--- src/rtl/seq_row_mul.sv ---
// Sequential N x N unsigned shift-add multiplier: one partial-product row per clock,
// start/done handshake, registered 2N-bit product held until the next completion.
module seq_row_mul #(
    parameter int unsigned N = 4
) (
    input  logic           clk,
    input  logic           rst_n,
    input  logic           start,
    input  logic [N-1:0]   a,
    input  logic [N-1:0]   b,
    output logic           busy,
    output logic           done,
    output logic [2*N-1:0] p
);

    localparam int unsigned CW = $clog2(N);
    localparam int unsigned PW = 2 * N;

    typedef enum logic [1:0] {
        S_IDLE = 2'd0,
        S_RUN  = 2'd1,
        S_DONE = 2'd2
    } state_t;

    state_t          r_state;
    state_t          w_state_nxt;
    logic            w_accept;
    logic            w_last;

    logic [N-1:0]    r_a;
    logic [N-1:0]    r_b;
    logic [N-1:0]    r_acc_hi;
    logic [N-1:0]    r_acc_lo;
    logic [CW-1:0]   r_cnt;
    logic            r_busy;
    logic            r_done;
    logic [PW-1:0]   r_p;

    logic [N-1:0]    w_t;
    logic [N:0]      w_c;
    logic [N:0]      w_z;

    // Row adder: multiplicand gated by the current multiplier bit, rippled into acc_hi.
    assign w_t    = r_a & {N{r_b[0]}};
    assign w_c[0] = 1'b0;

    for (genvar i = 0; i < N; i++) begin : g_fa
        assign w_z[i]   = w_t[i] ^ r_acc_hi[i] ^ w_c[i];
        assign w_c[i+1] = (w_t[i] & r_acc_hi[i]) | (w_c[i] & (w_t[i] ^ r_acc_hi[i]));
    end

    assign w_z[N] = w_c[N];

    always_ff @(posedge clk or negedge rst_n) begin
        if (!rst_n) begin
            r_state <= S_IDLE;
        end else begin
            r_state <= w_state_nxt;
        end
    end

    always_comb begin
        w_state_nxt = r_state;
        w_accept    = 1'b0;
        w_last      = 1'b0;
        case (r_state)
            S_IDLE: begin
                if (start) begin
                    w_accept    = 1'b1;
                    w_state_nxt = S_RUN;
                end
            end
            S_RUN: begin
                if (r_cnt == CW'(N - 1)) begin
                    w_last      = 1'b1;
                    w_state_nxt = S_DONE;
                end
            end
            S_DONE: begin
                w_state_nxt = S_IDLE;
            end
            default: begin
                w_state_nxt = S_IDLE;
            end
        endcase
    end

    // Status flags are registered copies of the next-state decode.
    always_ff @(posedge clk or negedge rst_n) begin
        if (!rst_n) begin
            r_busy <= 1'b0;
            r_done <= 1'b0;
        end else begin
            r_busy <= (w_state_nxt != S_IDLE);
            r_done <= (w_state_nxt == S_DONE);
        end
    end

    always_ff @(posedge clk or negedge rst_n) begin
        if (!rst_n) begin
            r_a      <= '0;
            r_b      <= '0;
            r_acc_hi <= '0;
            r_acc_lo <= '0;
            r_cnt    <= '0;
            r_p      <= '0;
        end else if (w_accept) begin
            r_a      <= a;
            r_b      <= b;
            r_acc_hi <= '0;
            r_acc_lo <= '0;
            r_cnt    <= '0;
        end else if (r_state == S_RUN) begin
            r_acc_hi <= w_z[N:1];
            r_acc_lo <= {w_z[0], r_acc_lo[N-1:1]};
            r_b      <= r_b >> 1;
            r_cnt    <= r_cnt + CW'(1);
            if (w_last) begin
                r_p <= {w_z[N:1], w_z[0], r_acc_lo[N-1:1]};
            end
        end
    end

    assign busy = r_busy;
    assign done = r_done;
    assign p    = r_p;

endmodule

--- config.mk ---
export PLATFORM = sky130hd
export DESIGN_NAME = seq_row_mul
export DESIGN_NICKNAME = d
export VERILOG_FILES = /design/src/rtl/seq_row_mul.sv
export SDC_FILE = /design/constraint.sdc
export NUM_CORES = 1
export LEC_CHECK = 0
export ABC_AREA = 1
export ABC_CLOCK_PERIOD_IN_PS = 2330
export CAP_MARGIN = 0
export CORE_ASPECT_RATIO = 1.2
export CORE_MARGIN = 2
export CORE_UTILIZATION = 46
export DETAILED_ROUTE_END_ITERATION = 10
export PLACE_DENSITY = 0.73
export SLEW_MARGIN = 20
export SYNTH_ARGS = -nofsm -noshare
export SYNTH_HDL_FRONTEND = slang
export SYNTH_SLANG_ARGS = --single-unit
--- constraint.sdc ---
create_clock -name clk -period 2.33 [get_ports clk]
set_clock_uncertainty 0.15 [all_clocks]
set_input_delay 0.233 -clock clk [delete_from_list [all_inputs] [get_ports clk]]
set_output_delay 0.233 -clock clk [all_outputs]
set_load 0.02 [all_outputs]
==> out/metrics.yaml <==
status:
  status: "finished clean"
job:
  maxCapViolCount: 0
power_and_ir_drop:
  p_leak_nw: 0.8048
  ir_drop_uv: 539.7
  p_per_area_nw_per_um2: 1148
grt:
  grt_pass1_wl_mm: 3.781
  grt_usage_pct: 16.89
  grt_max_degree: 30
  grt_antenna_before_repair: 0
  first_global_vias: 931
  overflow: 0
sta:
  setup_viol: 0
  rsz0062_at_grt: "yes"
  relSlewSlack_pct: 61.02
  hold_violations: 0
  fin_crit_ns: 2.223
  drv_slew: 0
  min_period_over_period_pct: 95.41
  finalSetupTns_ns: 0
  worst-slew-pin-transition_ns: 0.5846
  fmax_mhz: 449.8
logic_synthesis:
  synth_cell_type_count: 15
  syn_area_per_cell_um2: 8.982
  synth_flop_cell: "dfrtp_1"
  syn-cell-area_um2: 1257
  synth_most_common_cell: "nand2_1"
  seq_area_frac_synth_pct: 57.71
  synth_nets: 156
  syn_inst: 140
  synth.area.top_cells: "dfrtp_1 58%, nand2_1 19%, fa_1 4.8%"
  synth_top_cells_by_count: "65 x nand2_1, 29 x dfrtp_1, 14 x inv_1"
  synth_top_cell_area_share_pct: 57.71
  synth_edf_count: 0
  async_flop_share_pct: 100.0
  yosysWarnings: 0
  synth.ff_latch_count: 29
  synth_top_area_cell: "dfrtp_1"
drt:
  antenna_left: 0
  drcViolationCount: 0
  first_iter_violations: 20
  vias: 934
  firstDrtPassIters: 4
  wl_per_cell_um: 10.35
  routed_wl_mm: 2.091
  viasPerCell: 4.624
placement:
  routabilityCongestion: 0.7854
  numPortBuffers: 20
  dp_hpwl_mm: 1.526
layout:
  area_delta_synth_final_pct: 24.28
  diodes: 0
  nets: 184
  drive_gt1_share_pct: 10.06
  post-route-util_pct: 60.63
floorplanning:
  dieArea_um2: 3170
  die_h_um: 61.28
  core_um2: 2577
  io_pins: 21
  num_rows: 20
  dieWidth_um: 51.73
  start_util_pct: 48.79
clock_tree:
  htree_levels: 2
  insertion_delay_ns: 0.32
  cts_tree: "done"
  numCtsBuffers: 5
  clockRootBuffer: "clkbuf_4"
  clock-sinks: 29
  cts_setup_buffers: 0
  clock_path_buffers: 2
  clk_pin_slew_ns: 0.09
setup_path:
  crit_path_start_kind: "flip-flop"
  worstPathMaxFanout: 2
  arrival_ns: 2.29
  endpoint_kind: "flip-flop"
  cpMaxStageDelayCell: "fa_1"
  cp.required_ns: 2.39
  timing.critical_path.buf_inv: 3
  path_cells: "nand2_1, inv_1, ha_1, inv_1, fa_2, fa_2, fa_1, inv_1, nand2_1, nand2_1"
  cp_top_family: "adder cells"
  max_stage_delay_ns: 0.52
  critPathKind: "flip-flop to flip-flop"
min_path:
  hold_path.class: "primary input to asynchronous set/reset pin"
## cell families after synthesis
family,Yosys count,synth area share [%]
AOI/OAI and AO/OA,7,3.085
and+or+nand+nor,82,26.96
DFF,29,57.71
buffers and inverters,17,5.472
adders and majority gates,5,6.766
## sequential cells by signal, indices dropped and copies added, names as in the netlist
name / flops
r_state: 2
r_acc_lo: 3
r_b: 4
r_cnt: 2
done: 1
r_a: 4
p: 8
r_acc_hi: 4
busy: 1
## where the power goes
| group | internal [mW] | total, mW | switching [mW] |
|---|---|---|---|
| Clock | 0.120 | 0.278 | 0.158 |
| Sequential | 0.692 | 0.801 | 0.110 |
| Combinational | 0.285 | 0.714 | 0.429 |
| Total | 1.10 | 1.79 | 0.697 |
## cell type report
type / count / area, µm²
timing repair buffer: 23 / 222.7
clock buffer: 8 / 48.80
tap: 33 / 41.29
fill: 243 / 1015
multi-input combinational: 94 / 467.9
inverter: 15 / 56.30
sequential: 29 / 725.7
## repair_timing
action,in CTS,in global routing
endpoints found under the hold margin,0,0
setup endpoints to repair,0,2
hold buffers,0,0
resized for setup,0,2
## placed cells by master (no fill, tap or decap)
cell type / Yosys / layout
buf_4: 1 / 3
clkbuf_1: 0 / 3
clkbuf_4: 0 / 5
clkdlybuf4s50_1: 0 / 20
dfrtp_1: 29 / 29
fa_1: 3 / 1
fa_2: 0 / 2
ha_1: 2 / 2
inv_1: 14 / 14
inv_2: 1 / 1
nand2_1: 65 / 65
nand2_2: 3 / 3
nand3_1: 11 / 11
nor2_1: 1 / 1
nor2_2: 1 / 1
nor2_4: 1 / 1
o21ai_0: 6 / 6
o21ai_2: 1 / 1
## worst reg2reg max path: stages (launching register included)
cell and delay (ns):
dfrtp_1 0.35, nand2_1 0.05, inv_1 0.05, ha_1 0.13
inv_1 0.05, fa_2 0.33, fa_2 0.35, fa_1 0.52
inv_1 0.04, nand2_1 0.05, nand2_1 0.05
## through the flow
| step | cells | worst slack [ns] | area, µm² | power, mW | hold WS, ns |
|---|---|---|---|---|---|
| floorplan | 140 | 0.06663 | 1257 | 1.272 | -0.2126 |
| global placement | 194 | 0.09711 | 1509 | 1.505 | 0.3022 |
| detailed placement | 194 | 0.05445 | 1509 | 1.533 | 0.3074 |
| CTS | 202 | 0.04434 | 1558 | 1.814 | 0.1478 |
| global route | 202 | 0.001291 | 1563 | 1.956 | 0.1698 |
| finish | 202 | 0.1069 | 1563 | 1.793 | 0.1389 |
## layer usage
metal,vias to the layer above,routed length [µm],track usage [%]
met4,0,44,8.271
met3,6,114,6.553
met2,23,983,29.67
met1,423,948,17.85
met5,-,0,0
li1,482,-,-
## final timing paths
check / depth (start not counted) / end / from / slack, ns
worst max register to register: 10 / p[6]$_DFFE_PN0P_ / r_b[0]$_DFFE_PN0P_ / 0.11
max in group asynchronous: 2 / r_acc_lo[1]$_DFFE_PN0P_ / rst_n / 1.62
min in group clk: 3 / r_a[0]$_DFFE_PN0P_ / a[0] / 0.32
worst min-delay path: 2 / p[7]$_DFFE_PN0P_ / rst_n / 0.14
worst min register to register: 2 / p[1]$_DFFE_PN0P_ / p[1]$_DFFE_PN0P_ / 0.32
worst max-delay path: 10 / p[6]$_DFFE_PN0P_ / r_b[0]$_DFFE_PN0P_ / 0.11
Note: power is estimated with default switching activity, not from simulation.
